### src/rtl/pipefft_dly_line.sv
// Programmable delay line for the pipelined FFT: an enabled shift register of
// length D (1..2^AW) built on a circular micro-RAM with a registered output.
module pipefft_dly_line #(
    parameter int WIDTH = 68,
    parameter int AW    = 2
) (
    input  logic             clk,
    input  logic             rst,
    input  logic             flush,
    input  logic [AW:0]      dly,
    input  logic             en,
    input  logic [WIDTH-1:0] in_data,
    output logic [WIDTH-1:0] out_data,
    output logic             out_valid
);

    localparam int N = 1 << AW;
    localparam logic [AW:0] DEPTH_MAX = (AW + 1)'(N);

    logic [WIDTH-1:0] mem [N];
    logic [AW-1:0]    wptr;
    logic [AW:0]      dLat;
    logic [AW:0]      fill;
    logic [AW:0]      dSel;
    logic [AW:0]      fillInc;
    logic             reachFull;
    logic [AW-1:0]    rdAddr;
    logic [WIDTH-1:0] rdData;
    logic             clearLine;

    assign clearLine = rst | flush;

    // Requested delay is clamped into the range the storage can support.
    always_comb begin
        dSel = dly;
        if (dly == '0) begin
            dSel = (AW + 1)'(1);
        end else if (dly > DEPTH_MAX) begin
            dSel = DEPTH_MAX;
        end
    end

    // Output register holds stage D, so RAM supplies the sample D-1 enables old.
    // For D=N the low AW bits of dLat are zero and the address wraps to wptr+1.
    assign rdAddr    = wptr - dLat[AW-1:0] + AW'(1);
    assign rdData    = mem[rdAddr];
    assign fillInc   = fill + (AW + 1)'(1);
    assign reachFull = (fillInc >= dLat);

    always_ff @(posedge clk) begin
        if (clearLine) begin
            wptr      <= '0;
            fill      <= '0;
            out_valid <= 1'b0;
            out_data  <= '0;
            dLat      <= dSel;
        end else if (en) begin
            wptr      <= wptr + AW'(1);
            fill      <= reachFull ? dLat : fillInc;
            out_valid <= out_valid | reachFull;
            if (!reachFull) begin
                out_data <= '0;
            end else if (dLat == (AW + 1)'(1)) begin
                out_data <= in_data;
            end else begin
                out_data <= rdData;
            end
        end
    end

    // Storage array carries no reset; fill gating keeps stale words hidden.
    always_ff @(posedge clk) begin
        if (en && !clearLine) begin
            mem[wptr] <= in_data;
        end
    end

endmodule
### config.mk
export PLATFORM = sky130hd
export DESIGN_NAME = pipefft_dly_line
export DESIGN_NICKNAME = d
export VERILOG_FILES = /design/src/rtl/pipefft_dly_line.sv
export SDC_FILE = /design/constraint.sdc
export NUM_CORES = 1
export LEC_CHECK = 0
export BUFFER_PORTS_ARGS = -buffer_cell sky130_fd_sc_hd__buf_2
export CAP_MARGIN = 0
export CELL_PAD_IN_SITES_DETAIL_PLACEMENT = 1
export CELL_PAD_IN_SITES_GLOBAL_PLACEMENT = 1
export CORE_ASPECT_RATIO = 1.75
export CORE_MARGIN = 3
export CORE_UTILIZATION = 45
export DETAILED_ROUTE_END_ITERATION = 8
export GPL_TIMING_DRIVEN = 0
export PLACE_DENSITY = 0.8
export SLEW_MARGIN = 20
export SYNTH_ARGS = -nofsm -noshare
export SYNTH_HDL_FRONTEND = slang
export SYNTH_SLANG_ARGS = --single-unit
### constraint.sdc
create_clock -name clk -period 2.9 [get_ports clk]
set_clock_uncertainty 0.15 [all_clocks]
set_input_delay 0.29 -clock clk [delete_from_list [all_inputs] [get_ports clk]]
set_output_delay 0.29 -clock clk [all_outputs]
set_load 0.02 [all_outputs]
After elaboration in Yosys (flattened, before gate mapping)
Memory sizes are Yosys's and may differ from the RTL's. Index checks and enable logic that the tools add are counted.

Memory bits (writable): 272. Memories: 1. Output and inout bits: 69. Word-level logic and storage cells: 26. Register bits: 77.

Reductions and logical operators: 4. Muxes and demuxes: 6. Equality and inequality tests: 1. Bitwise operators: 2. Add/subtract/negate cells: 4. Order comparisons: 2.

Memory list: mem (depth 4, bits a word 68, rd ports 1, clocked after memory_dff 0, wr ports 1, line 20) `logic [WIDTH-1:0] mem [N];`.

Operators with widths (number): $mux W68 (2); $mux W3 (2); $add A2 B1 Y2 const B (2); $add A3 B1 Y3 const B (1); $eq A3 B1 Y1 const B (1); $ge A3 B3 Y1 (1); $gt A3 B3 Y1 const B (1); $logic_not A3 Y1 (1); $mux W1 (2); $or A1 B1 Y1 (2); $reduce_or A2 Y1 (1); $sub A2 B2 Y2 (1); $logic_and A1 B1 Y1 (1); $logic_not A1 Y1 (1).

Longest topological paths before layout
Gate-level depths: netlist of the first run.

Word-level depth: 5. Gate-level depth with buffers: 9. Mapped depth without buffers: 7.

Worst setup path before layout of the first run
No wires, ideal clock.

Kind: input to register. Start point: input port en. End point: memory mem[0][0], enable pin. Setup slack: 68 ps. Stages on the path: 2. Arrival: 2248 ps. Cells stage by stage: clkbuf_1 and3_1.

Cells in the longest elaborated chain, start to end: 3.

RTL lines: start, declared (line 11) `input logic en,`; $logic_and A1 B1 Y1 (line 73) `if (en && !clearLine) begin`; $mux W1 (line 73); $mux W1 (implied by the code) (line 74) `mem[wptr] <= in_data;`; end, declared (line 20).

Every way passes these cells.

Worst setup path after layout of the first run
Start point: register fill[0]. End point: register out_data[47].

Cells in the longest elaborated chain, start to end: 3.

RTL lines: start, declared (line 23) `logic [AW:0] fill;`; start signal, assigned (line 59) `fill <= reachFull ? dLat : fillInc;`; $add A3 B1 Y3 (line 47) `assign fillInc = fill + (AW + 1)'(1);`; $ge A3 B3 Y1 (line 48) `assign reachFull = (fillInc >= dLat);`; $mux W68 (line 61) `if (!reachFull) begin`; end signal, assigned (line 64) `out_data <= in_data;`; end signal, assigned (line 66) `out_data <= rdData;`; end, declared (line 13) `output logic [WIDTH-1:0] out_data,`.

Every way passes these cells. A chain may end at the register's enable or synchronous reset.

==> results of run 1 <==
[registers in the layout (all words and copies together) (netlist names)]
register	flops
dLat	3
fill	3
mem	272
out_data	68
out_valid	1
wptr	2
[how the worst min path moves through the flow]
stage                     slack (ps)  depth (start not counted)                         to
after floorplan                  240                          0        mem[0][0]$_DFFE_PP_
after global placement           300                          2  out_data[39]$_SDFFE_PP0P_
after detailed placement         310                          2   out_data[0]$_SDFFE_PP0P_
after CTS                         10                          4       fill[2]$_SDFFE_PP0P_
after global routing              20                          4       fill[2]$_SDFFE_PP0P_
final                             40                          4       fill[2]$_SDFFE_PP0P_
[area by class of cell]
cell class                 instances  area [µm²]  area share [%]
sequential                       349        9739           60.61
multi-input combinational        338        3074           19.13
timing repair buffer             221        1551           9.655
clock buffer                      50       887.1           5.521
tap                              373       466.7           2.904
buffer                            51       279.0           1.736
clock inverter                     7       38.79          0.2414
inverter                           8       30.03          0.1869
antenna                            1       2.502         0.01557
[what timing repair did]
item	4_1_cts	5_1_grt
hold buffers	74	0
endpoints found under the setup margin	59	55
resized for setup	12	9
endpoints found under the hold margin	345	0
[worst max-delay path: cells and delay by family, from the launching register on]
family / cells / cell delay [ps]
buffers and inverters: 2 / 620
adder cells (fa/ha/maj): 2 / 510
AO/OA/AOI/OAI: 3 / 490
flip-flops: 1 / 390
AND/OR/NAND/NOR: 1 / 240
XOR/XNOR: 1 / 160
[kinds of logic (layout without fill, tap and decap cells)]
logic type               count (synthesis)  after routing  share of synthesized area [%]
multiplexers                           139            139                          10.65
buffers and inverters                   59            337                          2.184
XOR/XNOR                                 5              5                         0.4502
AO/OA/AOI/OAI                          148            148                          9.626
adder cells (fa/ha/maj)                 11             11                          1.054
other                                    0              1                              0
AND/OR/NAND/NOR                         35             35                          1.484
flip-flops                             349            349                          74.55
[layer usage]
metal | track usage, % | part of all wire [%] | vias to the layer above | routed length (µm)
li1 | - | - | 3597 | -
met1 | 26.07 | 38 | 4219 | 13530
met2 | 41.82 | 55 | 216 | 19520
met3 | 2.042 | 3.4 | 63 | 1186
met4 | 8.280 | 3.0 | 0 | 1058
met5 | 0 | 0 | - | 0
[cells in the final DEF (no fill, tap or decap), types with 2 or more instances in the layout]
| cell type | instances |
|---|---|
| or2_2 | 2 |
| clkbuf_8 | 4 |
| edfxtp_1 | 275 |
| buf_2 | 158 |
| clkbuf_2 | 7 |
| dfxtp_1 | 74 |
| inv_1 | 6 |
| nor2b_1 | 7 |
| or3_1 | 2 |
| clkinv_1 | 2 |
| o221ai_1 | 67 |
| mux2i_1 | 139 |
| clkbuf_1 | 34 |
| clkinv_2 | 3 |
| dlygate4sd3_1 | 74 |
| buf_16 | 2 |
| xor2_1 | 2 |
| buf_6 | 6 |
| ha_1 | 11 |
| or3b_1 | 2 |
| inv_2 | 2 |
| clkbuf_4 | 3 |
| clkbuf_16 | 31 |
| a21oi_1 | 4 |
| nor2_1 | 9 |
| a32oi_1 | 69 |
| nand3_1 | 3 |
| and3_4 | 4 |
| nand2_1 | 3 |
| o21ai_0 | 2 |
| buf_12 | 2 |
| a31oi_1 | 3 |
[synth_stat cells]
| library cell | n | area, µm² |
|---|---|---|
| xnor2_2 | 2 | 32.53 |
| xnor2_1 | 1 | 8.760 |
| nand3b_1 | 1 | 7.510 |
| or2_2 | 2 | 12.51 |
| nand2_1 | 3 | 11.26 |
| o221ai_1 | 67 | 586.8 |
| or3b_1 | 2 | 17.52 |
| and2_1 | 1 | 6.260 |
| o21ai_0 | 2 | 10.01 |
| clkbuf_1 | 28 | 105.1 |
| a21oi_1 | 4 | 20.02 |
| and3_1 | 4 | 25.02 |
| inv_2 | 2 | 7.510 |
| xor2_1 | 2 | 17.52 |
| a32oi_1 | 69 | 604.3 |
| mux2i_1 | 139 | 1391 |
| dfxtp_1 | 74 | 1481 |
| nor2_1 | 9 | 33.78 |
| a31oi_1 | 3 | 18.77 |
| nor2b_1 | 7 | 43.79 |
| edfxtp_1 | 275 | 8258 |
| inv_1 | 6 | 22.52 |
| buf_4 | 1 | 7.510 |
| buf_6 | 6 | 67.56 |
| ha_1 | 11 | 137.6 |
| o21ai_1 | 2 | 10.01 |
| or3b_2 | 1 | 8.760 |
| buf_2 | 12 | 60.06 |
| buf_1 | 4 | 15.01 |
| a21o_1 | 1 | 7.510 |
| nand3_1 | 3 | 15.01 |
| or3_1 | 2 | 12.51 |
[power by group through the flow]
stage	Clock, mW	Combinational (mW)	Sequential (mW)
2_1_floorplan	0	0.567	5.67
3_3_place_gp	0	0.961	5.64
3_5_place_dp	0	0.988	5.64
4_1_cts	3.89	1.08	5.53
5_1_grt	4.12	1.16	5.53
6_report	3.87	1.09	5.53
[through the flow]
step | power [mW] | TNS [ps]
after floorplan | 6.240 | 0
after global placement | 6.599 | -438870
after detailed placement | 6.626 | -10100
after CTS | 10.50 | 0
after global routing | 10.82 | 0
final | 10.49 | 0
==> summary.txt, run 1 <==
Outcome -> finished, final reports clean
Critical path startpoint category -> flip-flop
Die height -> 231.4 µm
Worst-Skew Late Latency -> 560 ps
Power share of the clock group -> 36.9%
Number of clock sinks -> 349
H-Tree Level Count -> 1
First-pass GRT wire length -> 53.12 mm
CTS root buffer -> clkbuf_16
CTS tree -> built
Min-delay src -> en
Worst Tran Pin Value -> 744.2 ps
GRT overflow -> 0
Crit. Startpoint -> fill[0]$_SDFFE_PP0P_
Postcts setup bufs -> 0
CP peak stage delay -> 390 ps
FILL cells -> 2,613
Vias/cell -> 5.790
Syn avg cell area -> 17.51 µm²
Share of cells above drive strength 1 -> 22.56%
Clock Pin Slew Worst Setup and Hold Paths -> 70 ps
HPWL Detailed -> 20.66 mm
Final instance area -> 0.01607 mm²
I/O pin total -> 144
GRT Util Overall -> 22.27%
RR Startpoint -> fill[0]$_SDFFE_PP0P_
Final Hold Fails -> 0
CP Data Arrival Time -> 2980 ps
Power Density -> 652.9 mW/mm²
Internal power -> 7.994 mW
Fin Hold WS -> 43.08 ps
Core Area -> 0.02828 mm²
Setup violations, final -> 0
Required @ worst endpoint -> 3160 ps
Setup CP Type -> reg -> reg
Vias in the first global route -> 8,911
First DRT Iteration DRCs -> 484
#FFs+latches synth -> 349
Yosys warnings -> 0
Pleak -> 6.128 nW
Pin count of the biggest net entering global routing -> 44
CP dominant cell by count -> ha_1
Port bufs -> 143
Switch share -> 23.81%
Fin. max-slew vios -> 0
CP max-delay cell -> dfxtp_1
Hold Path Class -> in -> reg
Dpl ws -> -242.3 ps
Reg2reg setup slack -> 180 ps
GPL Wtd Cong -> 0.7577
Via Count -> 8,095
Worst path cell trace -> ha_1, xor2_1, ha_1, a21oi_1, o21ai_2, nand3b_1, clkbuf_4, buf_2, o221ai_1
Total CTS buffers -> 31
Slew margin rel. -> 50.38%
Minimum clock period after layout -> 2716 ps
Layout Cells excl Fill -> 1,398
Antenna-violating nets left -> 0
Cells after DPL -> 1,266
Finished Core Util -> 56.83%
Worst reg2reg path endpoint -> out_data[47]$_SDFFE_PP0P_
CP endpoint -> out_data[47]$_SDFFE_PP0P_
Sequential fraction of the synthesis area -> 74.55%
Initial antenna violation count -> 1
Area Growth Syn to Fin -> 23.01%
Switch Pwr -> 2.498 mW
Layout Nets -> 1,086
Tcrit/Tclk final -> 93.64%
Initial Util -> 46.20%
Fmax -> 368.2 MHz
R2R depth -> 9
Unique cell type count in the Yosys netlist -> 32
Num rows -> 81
Synthesized Nets -> 832
First-pass detailed-route iteration total -> 5
Area of the mapped netlist -> 0.01306 mm²
Maximum fanout along the worst path -> 10
Die Footprint -> 0.03119 mm²
Clock buffer depth -> 3
RSZ-0062 raised after global routing -> no
CP endpoint kind -> flip-flop
Area of placed instances -> 0.01436 mm²
Chip width -> 134.8 µm
Mapped Cells -> 746
Sequential Power Share -> 52.7%
Setup slack after layout -> 184.4 ps
Final wirelength -> 35.30 mm
WL per Instance -> 25.25 µm
Residual DRC -> 0
Gate power share -> 10.4%
Max-cap violations -> 0
Peak VDD IR -> 0.0004525 V
Note: power is estimated with default switching activity, not from simulation.
==> inputs of run 2 (changes only) <==
- SETUP_SLACK_MARGIN: default -> 0.2
==> summary.txt, run 2 (synthesized netlist as in run 1, its figures left out) <==
CP endpoint kind -> flip-flop
Clock buffer depth -> 3
Num rows -> 81
First-pass GRT wire length -> 52.66 mm
GRT Util Overall -> 21.95%
Hold Path Class -> in -> reg
GPL Wtd Cong -> 0.7522
FILL cells -> 2,591
Most frequent cells in the layout -> edfxtp_1 (275), buf_2 (156), mux2i_1 (139)
Tcrit/Tclk final -> 90.90%
Maximum fanout along the worst path -> 10
WL per Instance -> 24.65 µm
Number of clock sinks -> 349
TNS Setup -> 0 ps
Setup violations, final -> 0
Vias/cell -> 5.767
Setup CP Type -> reg -> reg
Max-cap violations -> 0
Power Density -> 667.7 mW/mm²
Total CTS buffers -> 31
RSZ-0062 raised after global routing -> no
Total power -> 10.88 mW
Final wirelength -> 34.66 mm
Via Count -> 8,109
Reg2reg setup slack -> 260 ps
Worst Tran Pin Value -> 701.3 ps
Internal power -> 8.343 mW
First DRT Iteration DRCs -> 591
Outcome -> finished, final reports clean
Commonest non-fill, non-tap cell in the layout -> edfxtp_1
Finished Core Util -> 57.64%
Layout Nets -> 1,092
I/O pin total -> 144
CTS tree -> built
H-Tree Level Count -> 1
Pleak -> 6.239 nW
Clock Pin Slew Worst Setup and Hold Paths -> 70 ps
Slew margin rel. -> 53.25%
Initial antenna violation count -> 1
Vias in the first global route -> 8,931
Antenna-violating nets left -> 0
Switch Pwr -> 2.539 mW
Die height -> 231.4 µm
Core Area -> 0.02828 mm²
Critical path startpoint category -> flip-flop
Multi-input gate area -> 0.003093 mm²
Cells after DPL -> 1,266
Port bufs -> 143
Required @ worst endpoint -> 3160 ps
Fmax -> 379.3 MHz
HPWL Detailed -> 20.53 mm
Share of cells above drive strength 1 -> 24.47%
Pin count of the biggest net entering global routing -> 41
Largest regs -> mem x272, out_data x68
Fin. max-slew vios -> 0
Residual DRC -> 0
Sequential Power Share -> 50.8%
Die Footprint -> 0.03119 mm²
GRT overflow -> 0
Largest Register -> mem
First-pass detailed-route iteration total -> 5
Register area -> 0.009739 mm²
Max reg flops -> 272
Final Hold Fails -> 0
Gate power share -> 10.4%
Worst-Skew Late Latency -> 560 ps
Layout Cells excl Fill -> 1,406
CTS root buffer -> clkbuf_16
Chip width -> 134.8 µm
Peak VDD IR -> 0.0005081 V
Minimum clock period after layout -> 2636 ps
Area Growth Syn to Fin -> 24.76%
Switch share -> 23.33%
Power share of the clock group -> 38.8%
CP Data Arrival Time -> 2900 ps
Initial Util -> 46.20%
[run 2: cell types whose count changed in the layout (fill, tap and decap cells not counted), moves of 2 or more]
cell | previous run | this run
clkbuf_1 | 34 | 17
buf_4 | 1 | 11
bufinv_16 | 0 | 5
clkinv_2 | 3 | 8
clkbuf_8 | 4 | 0
clkbuf_4 | 3 | 6
clkinv_1 | 2 | 5
buf_12 | 2 | 0
buf_16 | 2 | 4
buf_2 | 158 | 156
clkbuf_2 | 7 | 5
clkinvlp_4 | 1 | 3
diode_2 | 1 | 3
[run 2: worst paths after layout]
path,start,endpoint,depth (start not counted)
worst max-delay path,fill[0]$_SDFFE_PP0P_,out_data[56]$_SDFFE_PP0P_,9
worst min register to register,out_data[52]$_SDFFE_PP0P_,out_data[52]$_SDFFE_PP0P_,2
worst min-delay path,rst,wptr[0]$_SDFFE_PP0P_,4
worst max register to register,fill[0]$_SDFFE_PP0P_,out_data[56]$_SDFFE_PP0P_,9
[run 2: final cells by class]
cell class              count  share of cell area [%]
plain buffers              51                   1.912
multi-input cells         338                   18.98
repair buffers            227                   9.903
diodes                      3                 0.04606
inverters                   8                  0.1842
clock inverters            23                   1.528
flip-flops and latches    349                   59.76
clock buffers              34                   4.829
well taps                 373                   2.864
[run 2: repair_timing]
item                                    CTS  global route
pin swaps                                 1             1
resized for setup                        26            21
hold buffers                             75             0
endpoints found under the setup margin   61            61
hold endpoints to repair                346             0
cloned                                    0             0
setup buffers                             0             5
[run 2: routing by layer]
layer  share of wire [%]  track usage, %  wire length [µm]  vias to the layer above
met5                   0               0                 0                        -
met4                 3.2           8.280              1096                        0
met3                 3.8           2.194              1312                       67
met2                  55           40.63             18900                      254
met1                  39           26.06             13350                     4171
li1                    -               -                 -                     3617
[run 2: power by group through the flow]
stage | clock (mW) | sequential, mW | combinational (mW)
floorplan | 0 | 5.67 | 0.567
CTS | 4.29 | 5.53 | 1.10
global route | 4.50 | 5.53 | 1.20
finish | 4.23 | 5.53 | 1.13
detailed placement | 0 | 5.64 | 0.992
global placement | 0 | 5.63 | 0.961
[run 2: critical path, cell delays in order, from the launching register on]
cell and delay, ps:
dfxtp_1 400, ha_1 240, xor2_1 200, ha_1 280, a21oi_1 200, o21ai_2 150, buf_4 230, clkbuf_4 220
a32oi_1 260, o221ai_1 160
[run 2: metrics by stage]
stage	hold slack (ps)	worst slack, ps	cell area, µm²
6_report	65.58	263.8	16300
5_1_grt	72.06	164.4	16290
3_3_place_gp	299.4	-223.2	14250
4_1_cts	41.64	200.7	16220
2_1_floorplan	238.9	632.1	13070
3_5_place_dp	315.6	-237.2	14380
==> inputs of run 3 (changes only) <==
- BUFFER_PORTS_ARGS: -buffer_cell sky130_fd_sc_hd__buf_2 -> default
- CORE_UTILIZATION: 45 -> 48
- DONT_BUFFER_PORTS: default -> 1
- PLACE_DENSITY: 0.8 -> 0.78
- REMOVE_ABC_BUFFERS: default -> 1
==> summary.txt, run 3 (synthesized netlist as in run 1, its figures left out) <==
CP endpoint -> out_data[27]$_SDFFE_PP0P_
Number of clock sinks -> 349
I/O pin total -> 144
Residual DRC -> 0
HPWL Detailed -> 19.30 mm
Crit. Startpoint -> fill[0]$_SDFFE_PP0P_
Switch share -> 22.71%
Setup CP Type -> reg -> reg
Top delay family on crit path -> compound AO/OA/AOI/OAI gates
Core Area -> 0.02669 mm²
Hold Path Class -> in -> reg
Switch Pwr -> 2.485 mW
Vias/cell -> 6.380
Area of placed instances -> 0.01385 mm²
Power Density -> 688.2 mW/mm²
Layout Nets -> 937
FILL cells -> 2,299
RSZ-0062 raised after global routing -> no
Largest regs -> mem x272, out_data x68
CP Data Arrival Time -> 2940 ps
Pleak -> 5.701 nW
Outcome -> finished, final reports clean
Commonest non-fill, non-tap cell in the layout -> edfxtp_1
R2R depth -> 10
CP peak stage delay -> 360 ps
Sequential Power Share -> 51.0%
Required @ worst endpoint -> 3180 ps
Power share of the clock group -> 38.3%
Via Count -> 7,656
GRT overflow -> 0
Critical path startpoint category -> flip-flop
Pin count of the biggest net entering global routing -> 41
Die height -> 224.2 µm
Reg2reg setup slack -> 240 ps
Crit path buf inv count -> 3
Max reg flops -> 272
Slew margin rel. -> 53.55%
WL per Instance -> 28.67 µm
Internal power -> 8.460 mW
Max-cap violations -> 0
Num rows -> 79
Setup violations, final -> 0
Clock buffer depth -> 3
Most frequent cells in the layout -> edfxtp_1 (275), mux2i_1 (139), dlygate4sd3_1 (76)
Worst-Skew Late Latency -> 570 ps
Tcrit/Tclk final -> 91.77%
Finished Core Util -> 59.59%
Final Hold Fails -> 0
RR Startpoint -> fill[0]$_SDFFE_PP0P_
CP endpoint kind -> flip-flop
Gate power share -> 10.7%
Vias in the first global route -> 8,597
Chip width -> 130.7 µm
Minimum clock period after layout -> 2661 ps
Area Growth Syn to Fin -> 21.74%
Initial Util -> 48.95%
CTS root buffer -> clkbuf_16
Die Footprint -> 0.02931 mm²
First-pass detailed-route iteration total -> 5
Multi-input gate area -> 0.003152 mm²
Register area -> 0.009742 mm²
Final instance area -> 0.01590 mm²
CP max-delay cell -> dfxtp_2
First DRT Iteration DRCs -> 522
Final wirelength -> 34.40 mm
Total power -> 10.95 mW
First-pass GRT wire length -> 51.57 mm
Fin. max-slew vios -> 0
Peak VDD IR -> 0.0005429 V
Worst Tran Pin Value -> 695.1 ps
Maximum fanout along the worst path -> 15
Antenna-violating nets left -> 0
GPL Wtd Cong -> 0.7459
Largest Register -> mem
Initial antenna violation count -> 2
Total CTS buffers -> 30
Worst reg2reg path endpoint -> out_data[27]$_SDFFE_PP0P_
Crit. path cell count -> 10
Port bufs -> 0
H-Tree Level Count -> 1
CTS tree -> built
Fmax -> 375.7 MHz
Clock Pin Slew Worst Setup and Hold Paths -> 70 ps
Share of cells above drive strength 1 -> 13.62%
Worst path cell trace -> ha_2, xor2_1, ha_1, a21oi_2, o21ai_4, clkbuf_16, buf_4, buf_8, a32oi_1, o221ai_2
GRT Util Overall -> 23.30%
[run 3: cell types whose count changed in the layout (fill, tap and decap cells not counted), moves of 3 or more]
cell,before,now
buf_8,0,3
clkbuf_2,5,0
buf_2,156,0
clkinv_2,8,5
buf_12,0,10
buf_4,11,16
clkbuf_4,6,0
clkbuf_1,17,3
buf_16,4,10
clkbuf_8,0,5
[run 3: cell type report]
| cell class | count | share of cell area [%] |
|---|---|---|
| diodes | 2 | 0.03147 |
| clock buffers | 39 | 5.381 |
| inverters | 8 | 0.1888 |
| flip-flops and latches | 349 | 61.25 |
| repair buffers | 123 | 9.598 |
| well taps | 324 | 2.549 |
| clock inverters | 16 | 1.180 |
| multi-input cells | 339 | 19.82 |
[run 3: layer usage]
layer	vias to the layer above	track usage [%]	routed length, µm
met5	-	0	0
met4	0	9.399	1285
met3	81	3.279	1688
met2	282	42.91	19130
met1	3980	26.66	12290
li1	3313	-	-
[run 3: how the worst min path moves through the flow]
stage                           start               endpoint  slack (ps)  cells past startpoint
final                              en    mem[0][8]$_DFFE_PP_         100                      1
after CTS                      dly[0]  dLat[2]$_SDFFCE_PN0P_          30                      4
after floorplan                    en   fill[1]$_SDFFE_PP0P_         230                      1
after detailed placement  in_data[53]   mem[1][53]$_DFFE_PP_         240                      0
after global placement             en   fill[1]$_SDFFE_PP0P_         230                      1
after global routing           dly[0]  dLat[2]$_SDFFCE_PN0P_         100                      4
[run 3: power groups by stage]
stage | sequential, mW | clock, mW | combinational (mW)
finish | 5.59 | 4.19 | 1.17
global route | 5.59 | 4.45 | 1.23
CTS | 5.59 | 4.27 | 1.14
detailed placement | 5.70 | 0 | 0.920
global placement | 5.70 | 0 | 0.881
floorplan | 5.67 | 0 | 0.673
[run 3: worst reg2reg max path: stages, from the launching register on]
cell and delay, ps:
dfxtp_2 360, ha_2 220, xor2_1 180, ha_1 290
a21oi_2 220, o21ai_4 110, clkbuf_16 160, buf_4 190
buf_8 180, a32oi_1 290, o221ai_2 160
[run 3: metrics by stage]
step / hold slack [ps] / worst slack [ps] / setup TNS, ps / instances
after floorplan: 229.5 / -4375 / -299520 / 695
after global placement: 234.6 / -9221 / -1041730 / 1019
after CTS: 32.83 / 200.0 / 0 / 1195
after detailed placement: 239.0 / -570.4 / -26900 / 1046
after global routing: 98.21 / 172.8 / 0 / 1200
final: 96.84 / 238.5 / 0 / 1200
[run 3: what timing repair did]
| item | in CTS | in global routing |
|---|---|---|
| hold endpoints to repair | 349 | 0 |
| hold buffers | 76 | 0 |
| pin swaps | 3 | 4 |
| gates cloned | 2 | 0 |
| endpoints found under the setup margin | 67 | 67 |
| resized for setup | 3 | 7 |
| setup buffers | 16 | 3 |
